`src/rtl/csi2_pkg.sv`:
```
// ----------------------------------------------------------------------------
// csi2_pkg
//   Shared definitions for the CSI-2 frame controller:
//   - data-type codes of the short packets the sequencer reacts to and the
//     boundary above which a data type denotes a long packet
//   - packet header layout as carried on the converter stream
//   - frame sequencer state encoding
//   - small helpers to pull header fields out of a raw 32-bit beat
// ----------------------------------------------------------------------------
package csi2_pkg;

    localparam logic [5:0] DT_FS       = 6'h00;
    localparam logic [5:0] DT_FE       = 6'h01;
    localparam logic [5:0] DT_LS       = 6'h02;
    localparam logic [5:0] DT_LE       = 6'h03;
    localparam logic [5:0] DT_LONG_MIN = 6'h10;

    typedef struct packed {
        logic [7:0]  ecc;
        logic [15:0] wc;
        logic [1:0]  vc;
        logic [5:0]  dt;
    } csi2_hdr_t;

    typedef enum logic [1:0] {
        ST_IDLE    = 2'd0,
        ST_WAIT_FS = 2'd1,
        ST_FRAME   = 2'd2
    } frame_state_e;

    function automatic logic [5:0] hdr_dt(input csi2_hdr_t h);
        return h.dt;
    endfunction

    function automatic logic [1:0] hdr_vc(input csi2_hdr_t h);
        return h.vc;
    endfunction

    function automatic logic [15:0] hdr_wc(input csi2_hdr_t h);
        return h.wc;
    endfunction

    function automatic logic is_long_dt(input logic [5:0] dt);
        return dt >= DT_LONG_MIN;
    endfunction

endpackage

```
`src/rtl/csi2_payload_strip.sv`:
```
// ----------------------------------------------------------------------------
// csi2_payload_strip
//   Turns the payload beats of one forwarded long packet into video beats.
//   Tracks the bytes still owed by the word count, generates tkeep/tlast and
//   drops the trailing beats that only carry CRC bytes. Video outputs are
//   registered and held at zero whenever no beat is emitted.
// Ports
//   clk_i, rst_n_i    clock, asynchronous active-low reset
//   load_i, wc_i      forwarded header seen: load remaining byte count
//   beat_i            payload beat of a forwarded packet
//   last_i            packet tlast on that beat
//   sof_i             start-of-frame pending (becomes tuser)
//   data_i            payload word
//   take_o            combinational: this beat is emitted
//   eol_o             combinational: this beat closes the line
//   vid_*_o           registered video stream
// ----------------------------------------------------------------------------
module csi2_payload_strip
    import csi2_pkg::*;
(
    input  logic        clk_i,
    input  logic        rst_n_i,
    input  logic        load_i,
    input  logic [15:0] wc_i,
    input  logic        beat_i,
    input  logic        last_i,
    input  logic        sof_i,
    input  logic [31:0] data_i,
    output logic        take_o,
    output logic        eol_o,
    output logic        vid_tvalid_o,
    output logic [31:0] vid_tdata_o,
    output logic [3:0]  vid_tkeep_o,
    output logic        vid_tuser_o,
    output logic        vid_tlast_o
);

    logic [15:0] rem_q, rem_d;
    logic        vid_tvalid_q, vid_tvalid_d;
    logic [31:0] vid_tdata_q, vid_tdata_d;
    logic [3:0]  vid_tkeep_q, vid_tkeep_d;
    logic        vid_tuser_q, vid_tuser_d;
    logic        vid_tlast_q, vid_tlast_d;
    logic        line_end;

    // Mask for a partial final word holding 1..3 payload bytes.
    function automatic logic [3:0] keep_mask(input logic [1:0] n);
        case (n)
            2'd1:    return 4'h1;
            2'd2:    return 4'h3;
            2'd3:    return 4'h7;
            default: return 4'hF;
        endcase
    endfunction

    always_comb begin
        rem_d        = rem_q;
        vid_tvalid_d = 1'b0;
        vid_tdata_d  = '0;
        vid_tkeep_d  = '0;
        vid_tuser_d  = 1'b0;
        vid_tlast_d  = 1'b0;
        take_o       = beat_i && (rem_q != 16'd0);
        // A packet cut short by tlast still closes the line so the sink
        // never sees an unterminated line.
        line_end     = (rem_q <= 16'd4) || last_i;
        eol_o        = take_o && line_end;

        if (load_i) begin
            rem_d = wc_i;
        end else if (take_o) begin
            vid_tvalid_d = 1'b1;
            vid_tdata_d  = data_i;
            vid_tuser_d  = sof_i;
            vid_tkeep_d  = (rem_q >= 16'd4) ? 4'hF : keep_mask(rem_q[1:0]);
            vid_tlast_d  = line_end;
            rem_d        = line_end ? 16'd0 : rem_q - 16'd4;
        end
    end

    always_ff @(posedge clk_i or negedge rst_n_i) begin
        if (!rst_n_i) begin
            rem_q        <= '0;
            vid_tvalid_q <= 1'b0;
            vid_tdata_q  <= '0;
            vid_tkeep_q  <= '0;
            vid_tuser_q  <= 1'b0;
            vid_tlast_q  <= 1'b0;
        end else begin
            rem_q        <= rem_d;
            vid_tvalid_q <= vid_tvalid_d;
            vid_tdata_q  <= vid_tdata_d;
            vid_tkeep_q  <= vid_tkeep_d;
            vid_tuser_q  <= vid_tuser_d;
            vid_tlast_q  <= vid_tlast_d;
        end
    end

    assign vid_tvalid_o = vid_tvalid_q;
    assign vid_tdata_o  = vid_tdata_q;
    assign vid_tkeep_o  = vid_tkeep_q;
    assign vid_tuser_o  = vid_tuser_q;
    assign vid_tlast_o  = vid_tlast_q;

endmodule

```
`src/rtl/csi2_frame_ctrl.sv`:
```
// ----------------------------------------------------------------------------
// csi2_frame_ctrl
//   Frame-level sequencer behind the CSI-2 packet converter. Enables the
//   converter while armed, parses its packet stream, follows FS/LS/LE/FE and
//   forwards the payload of matching long packets as a video stream
//   (tuser = start of frame, tlast = end of line). Keeps frame/line stats and
//   sticky error flags.
// Ports
//   clk_i, rst_n_i        clock, asynchronous active-low reset
//   start_i, stop_i       CSR pulses: arm / stop after current frame
//   one_shot_i            CSR level: one frame per start
//   exp_lines_i           expected lines per frame, 0 disables the check
//   pkt_t*_i              converter packet stream (no backpressure)
//   conv_en_o             converter enable
//   vid_t*_o              video stream, one cycle after the input beat
//   busy_o                sequencer not idle
//   frame_cnt_o           completed frames
//   line_cnt_o            lines in the last completed frame
//   err_o                 sticky {lines_mismatch, missing_fe, orphan_pkt}
// ----------------------------------------------------------------------------
module csi2_frame_ctrl
    import csi2_pkg::*;
#(
    parameter logic [5:0] DATA_TYPE = 6'h2B,
    parameter logic [1:0] VIRT_CHAN = 2'd0,
    parameter int         CNT_W     = 16
) (
    input  logic             clk_i,
    input  logic             rst_n_i,
    input  logic             start_i,
    input  logic             stop_i,
    input  logic             one_shot_i,
    input  logic [CNT_W-1:0] exp_lines_i,
    input  logic             pkt_tvalid_i,
    input  logic [31:0]      pkt_tdata_i,
    input  logic             pkt_tlast_i,
    output logic             conv_en_o,
    output logic             vid_tvalid_o,
    output logic [31:0]      vid_tdata_o,
    output logic [3:0]       vid_tkeep_o,
    output logic             vid_tuser_o,
    output logic             vid_tlast_o,
    output logic             busy_o,
    output logic [CNT_W-1:0] frame_cnt_o,
    output logic [CNT_W-1:0] line_cnt_o,
    output logic [2:0]       err_o
);

    frame_state_e     state_q, state_d;
    logic             exp_hdr_q, exp_hdr_d;
    logic             fwd_q, fwd_d;
    logic             sof_q, sof_d;
    logic             stop_pend_q, stop_pend_d;
    logic             conv_en_q, conv_en_d;
    logic [CNT_W-1:0] line_ctr_q, line_ctr_d;
    logic [CNT_W-1:0] frame_cnt_q, frame_cnt_d;
    logic [CNT_W-1:0] line_cnt_q, line_cnt_d;
    logic [2:0]       err_q, err_d;

    logic        hdr_beat, pay_beat, on_vc, load, take, eol;
    logic [5:0]  dt;
    logic [15:0] wc;
    logic [2:0]  err_set;

    always_comb begin
        dt       = hdr_dt(csi2_hdr_t'(pkt_tdata_i));
        wc       = hdr_wc(csi2_hdr_t'(pkt_tdata_i));
        on_vc    = hdr_vc(csi2_hdr_t'(pkt_tdata_i)) == VIRT_CHAN;
        hdr_beat = pkt_tvalid_i && exp_hdr_q;
        pay_beat = pkt_tvalid_i && !exp_hdr_q;

        // Every tlast re-arms header detection, so a beat after any packet
        // end (or after reset) is parsed as a header.
        exp_hdr_d = pkt_tvalid_i ? pkt_tlast_i : exp_hdr_q;

        load = hdr_beat && on_vc && (state_q == ST_FRAME) &&
               (dt == DATA_TYPE) && !pkt_tlast_i;
        fwd_d = fwd_q;
        if (hdr_beat) begin
            fwd_d = load;
        end else if (pay_beat && pkt_tlast_i) begin
            fwd_d = 1'b0;
        end
    end

    csi2_payload_strip u_strip (
        .clk_i        (clk_i),
        .rst_n_i      (rst_n_i),
        .load_i       (load),
        .wc_i         (wc),
        .beat_i       (pay_beat && fwd_q),
        .last_i       (pkt_tlast_i),
        .sof_i        (sof_q),
        .data_i       (pkt_tdata_i),
        .take_o       (take),
        .eol_o        (eol),
        .vid_tvalid_o (vid_tvalid_o),
        .vid_tdata_o  (vid_tdata_o),
        .vid_tkeep_o  (vid_tkeep_o),
        .vid_tuser_o  (vid_tuser_o),
        .vid_tlast_o  (vid_tlast_o)
    );

    always_comb begin
        state_d     = state_q;
        sof_d       = sof_q;
        stop_pend_d = stop_pend_q;
        line_ctr_d  = line_ctr_q;
        frame_cnt_d = frame_cnt_q;
        line_cnt_d  = line_cnt_q;
        err_set     = 3'b000;

        case (state_q)
            ST_IDLE: begin
                if (start_i && !stop_i) begin
                    state_d     = ST_WAIT_FS;
                    stop_pend_d = 1'b0;
                end
            end
            ST_WAIT_FS: begin
                if (stop_i) begin
                    state_d = ST_IDLE;
                end else if (hdr_beat && on_vc) begin
                    if (dt == DT_FS) begin
                        state_d    = ST_FRAME;
                        line_ctr_d = '0;
                        sof_d      = 1'b1;
                    end else if (dt == DT_FE || is_long_dt(dt)) begin
                        err_set[0] = 1'b1;
                    end
                end
            end
            ST_FRAME: begin
                if (stop_i) begin
                    stop_pend_d = 1'b1;
                end
                if (hdr_beat && on_vc) begin
                    if (dt == DT_FS) begin
                        // Previous frame lost its FE: abandon it uncounted.
                        err_set[1] = 1'b1;
                        line_ctr_d = '0;
                        sof_d      = 1'b1;
                    end else if (dt == DT_FE) begin
                        frame_cnt_d = frame_cnt_q + CNT_W'(1);
                        line_cnt_d  = line_ctr_q;
                        if (exp_lines_i != '0 && exp_lines_i != line_ctr_q) begin
                            err_set[2] = 1'b1;
                        end
                        state_d     = (one_shot_i || stop_pend_q || stop_i) ?
                                      ST_IDLE : ST_WAIT_FS;
                        stop_pend_d = 1'b0;
                    end
                end
            end
            default: state_d = ST_IDLE;
        endcase

        // Payload and headers never share a beat, so this cannot collide
        // with the FS clear above.
        if (eol) begin
            line_ctr_d = line_ctr_q + CNT_W'(1);
        end
        if (take) begin
            sof_d = 1'b0;
        end

        err_d     = (start_i ? 3'b000 : err_q) | err_set;
        conv_en_d = (state_d != ST_IDLE);
    end

    always_ff @(posedge clk_i or negedge rst_n_i) begin
        if (!rst_n_i) begin
            state_q     <= ST_IDLE;
            exp_hdr_q   <= 1'b1;
            fwd_q       <= 1'b0;
            sof_q       <= 1'b0;
            stop_pend_q <= 1'b0;
            conv_en_q   <= 1'b0;
            line_ctr_q  <= '0;
            frame_cnt_q <= '0;
            line_cnt_q  <= '0;
            err_q       <= '0;
        end else begin
            state_q     <= state_d;
            exp_hdr_q   <= exp_hdr_d;
            fwd_q       <= fwd_d;
            sof_q       <= sof_d;
            stop_pend_q <= stop_pend_d;
            conv_en_q   <= conv_en_d;
            line_ctr_q  <= line_ctr_d;
            frame_cnt_q <= frame_cnt_d;
            line_cnt_q  <= line_cnt_d;
            err_q       <= err_d;
        end
    end

    assign conv_en_o   = conv_en_q;
    assign busy_o      = (state_q != ST_IDLE);
    assign frame_cnt_o = frame_cnt_q;
    assign line_cnt_o  = line_cnt_q;
    assign err_o       = err_q;

endmodule

```
`config.mk`:
```
export PLATFORM = sky130hd
export DESIGN_NAME = csi2_frame_ctrl
export DESIGN_NICKNAME = d
export VERILOG_FILES = /design/src/rtl/csi2_pkg.sv /design/src/rtl/csi2_payload_strip.sv /design/src/rtl/csi2_frame_ctrl.sv
export SDC_FILE = /design/constraint.sdc
export NUM_CORES = 1
export LEC_CHECK = 0
export ABC_AREA = 1
export CORE_UTILIZATION = 55
export DETAILED_ROUTE_END_ITERATION = 12
export PLACE_DENSITY_LB_ADDON = 0.08
export SYNTH_ARGS = -nofsm -noshare
export SYNTH_HDL_FRONTEND = slang
export SYNTH_HIERARCHICAL = 1
export SYNTH_SLANG_ARGS = --single-unit
```
`constraint.sdc`:
```
create_clock -name clk_i -period 6.88 [get_ports clk_i]
set_clock_uncertainty 0.1 [all_clocks]
set_input_delay 1.376 -clock clk_i [delete_from_list [all_inputs] [get_ports clk_i]]
set_output_delay 1.376 -clock clk_i [all_outputs]
set_load 0.1 [all_outputs]
```
==> flow_summary_export.csv <==
group,metric,value,unit
pwr,internal_power,876.9,uW
cells_and_area,area_growth,25.33,%
critical_path,worstPathArrival,4.02,ns
logic_synthesis,synthXorXnorAreaFrac,2.337,%
sta,hold_viol_final,0,
critical_path,crit_family,"simple AND/OR/NAND/NOR gates",
cells_and_area,mostFrequentLayoutCells,"nand2_1 (276), clkdlybuf4s50_1 (129), inv_1 (124)",
sta,setup_tns,0,ns
logic_synthesis,synth_fa_ha_area_share,1.461,%
die,start_util,57.31,%
pwr,p_sw_share,23.68,%
pwr,power.switching,272.0,uW
sta,rsz0062_at_grt,"false",
logic_synthesis,synth.distinct_cells,37,
die,ioPinCount,131,
global_routing,grt_pass1_wl,23.00,mm
critical_path,start_kind,"primary input",
die,fp.dieH,106.4,um
sta,timing.fmax,260.6,MHz
logic_synthesis,synth_top_area_share,46.33,%
pwr,power_density,152.9,nW/um^2
pwr,vdd_ir_drop_max,0.1083,mV
critical_path,worstPathCellList,"clkdlybuf4s50_1 > nand2_1 > nor2_1 > nand2_4 > inv_1 > nand2_1 > inv_1 > inv_1 > nand3_1 > nand3_2 > nand2_1 > nand2_1",
cells_and_area,fin_util,71.82,%
logic_synthesis,ys_warn_count,6,
cells_and_area,drive_gt1_share,5.882,%
placed_design,io_buffers,130,
clock_network,cts-root-buf,"clkbuf_8",
clock_network,cts_buffers,9,
sta,tightest_slew,1.016,ns
cells_and_area,antenna-diode-count,0,
clock_network,tritoncts,"yes",
logic_synthesis,netlist_area,5996,sq um
critical_path,path_max_fanout,16,
pwr,p_clk_share,34.7,%
critical_path,r2r_slack,3.98,ns
logic_synthesis,synth.avg_cell_area,7.439,sq um
clock_network,cts_sinks,112,
logic_synthesis,synth_area_leaders,"dfrtp_1 (46%), nand2_1 (17%), inv_1 (7.8%)",
drt,drc,0,
pwr,p_leak,3.946,nW
pwr,seqPwrFrac,57.6,%
global_routing,first_global_vias,5240,
critical_path,end_kind,"register",
sta,fin_crit,3.837,ns
drt,wl,13.71,mm
critical_path,cp-endpoint,"line_ctr_q[11]$_DFFE_PN0P_",
drt,routed_via_density,4.990,
critical_path,rr_worst_depth,13,
run_status,outcome,"completed",
clock_network,cts_setup_buffers,0,
critical_path,worst-path-stages,12,
critical_path,crit_buf_inv,4,
global_routing,antenna_found_initial,0,
critical_path,critical_path_class,"primary input to register",
critical_path,slowest_delay,0.51,ns
drt,wl_per_cell,12.80,um
cells_and_area,stdcell_count,1071,
clock_network,cts_buffer_depth,2,
logic_synthesis,synth-seq-cells,112,
logic_synthesis,yosys.area_share.simple,34.81,%
critical_path,critPathSlowestCell,"clkdlybuf4s50_1",
logic_synthesis,synth-edff-count,0,
drt,antenna_left,0,
critical_path,crit_top_cell,"nand2_1",
critical_path,regToRegEndpoint,"line_ctr_q[11]$_DFFE_PN0P_",
die,core-area,10460,sq um
global_routing,overflow,0,
logic_synthesis,synthMuxAreaShare,0,%
cells_and_area,final_common_cell,"nand2_1",
die,die_w,106.4,um
placed_design,dp_hpwl,10.15,mm
pwr,power,1.149,mW
placed_design,numPlacedInstances,1055,
logic_synthesis,synth_flop_cell,"dfrtp_1",
clock_network,cts_resized,0,
clock_network,clkLatencyLatePin,0.38,ns
sta,period_share,55.78,%
clock_network,cts.clk_slew.worst_paths,0.11,ns
sta,max_slew_margin,32.08,%
logic_synthesis,synth_top_family_by_area,"simple AND/OR/NAND/NOR gates",
die,rows,37,
drt,vias,5344,
flow_run,drv.max_cap_violation_count,0,
logic_synthesis,syn_nets,868,
cells_and_area,nets,992,
global_routing,grt_usage,25.41,%
placed_design,place.gp.congestion,0.8558,
die,dieArea,11320,sq um
sta,setup_viol,0,
critical_path,cp.required,7.06,ns
critical_path,cp-startpoint,"pkt_tvalid_i",
drt,dr.pass1.iters,5,
drt,drt_iter0_markers,235,
logic_synthesis,ys_seq_area_share,46.77,%
global_routing,grt_max_degree,74,
clock_network,cts_hold_buffers,0,
clock_network,cts_htree_levels,3,
min_path,hold_class,"register to register",
sta,timing.hold.ws,0.3850,ns
pwr,combinationalPowerShare,7.6,%
sta,drv_slew,0,
logic_synthesis,yosys.area.top_type,"dfrtp_1",
logic_synthesis,syn-instance-count,806,
critical_path,reg2reg_from,"u_strip/rem_q[2]$_DFFE_PN0P_",
logic_synthesis,synth_async_sr_flop_share,100.0,%
logic_synthesis,synth_compound_area_share,3.965,%
[how the worst min path moves through the flow]
| stage | end | slack, ns | from | depth (start not counted) |
|---|---|---|---|---|
| 2_1_floorplan | exp_hdr_q$_DFFE_PN1P_ | 0.36 | exp_hdr_q$_DFFE_PN1P_ | 2 |
| 4_1_cts | exp_hdr_q$_DFFE_PN1P_ | 0.39 | exp_hdr_q$_DFFE_PN1P_ | 2 |
| 6_report | exp_hdr_q$_DFFE_PN1P_ | 0.39 | exp_hdr_q$_DFFE_PN1P_ | 2 |
| 3_3_place_gp | line_cnt_o[2]$_DFFE_PN0P_ | 0.37 | line_cnt_o[2]$_DFFE_PN0P_ | 2 |
| 3_5_place_dp | exp_hdr_q$_DFFE_PN1P_ | 0.37 | exp_hdr_q$_DFFE_PN1P_ | 2 |
| 5_1_grt | stop_pend_q$_DFFE_PN0P_ | 0.43 | stop_pend_q$_DFFE_PN0P_ | 2 |
[tightest hold or removal path, delay by kind of cell (launching register included)]
kind	cells	cell delay, ns
AOI/OAI and AO/OA	1	0.06
buffers and inverters	1	0.04
DFF	1	0.39
[state kept, by name (all words and copies together), names as in the netlist, 2 cells and up]
name,cells
u_strip/vid_tdata_o,32
state_q,2
u_strip/rem_q,16
err_o,3
frame_cnt_o,16
line_ctr_q,16
line_cnt_o,16
u_strip/vid_tkeep_o,4
[layout make-up]
| class | instances | area (sq um) |
|---|---|---|
| multi-input combinational | 548 | 2552 |
| clock buffer | 11 | 141.4 |
| timing repair buffer | 132 | 1314 |
| inverter | 127 | 476.7 |
| clock inverter | 5 | 56.30 |
| tap | 136 | 170.2 |
| fill | 836 | 2948 |
| sequential | 112 | 2804 |
[layer usage]
layer,global-route usage [%],routed length [um]
met5,0,0
met4,10.57,278
met3,4.782,811
met2,44.11,6730
met1,30.97,5892
[metrics by stage]
step / area [sq um] / setup WS (ns)
after global routing: 7515 / 2.823
after CTS: 7515 / 3.044
after floorplan: 5996 / 3.913
after global placement: 7317 / 2.764
final: 7515 / 3.043
after detailed placement: 7317 / 2.654
[power by group through the flow]
stage,sequential [mW],clock [mW],combinational (mW)
3_3_place_gp,0.675,0,0.0868
2_1_floorplan,0.681,0,0.0263
5_1_grt,0.663,0.432,0.0967
3_5_place_dp,0.675,0,0.0885
4_1_cts,0.662,0.410,0.0890
6_report,0.662,0.399,0.0877
[cell usage after synthesis, types with 7 or more instances]
cell / count
nand2_1: 276
inv_1: 124
dfrtp_1: 111
nor2_1: 102
nand3_1: 52
o21ai_0: 24
nand4_1: 12
buf_6: 11
xor2_1: 9
ha_1: 7
nand2_2: 7
nor3_1: 7
xnor2_1: 7
[kinds of logic (layout without fill, tap and decap cells)]
logic type / after synthesis / count (layout)
simple gates: 484 / 484
compound gates: 41 / 41
xor+xnor: 16 / 16
buf+inv: 146 / 275
fa+ha+maj: 7 / 7
flops: 112 / 112
No activity file was read; power rests on OpenSTA's default activity.
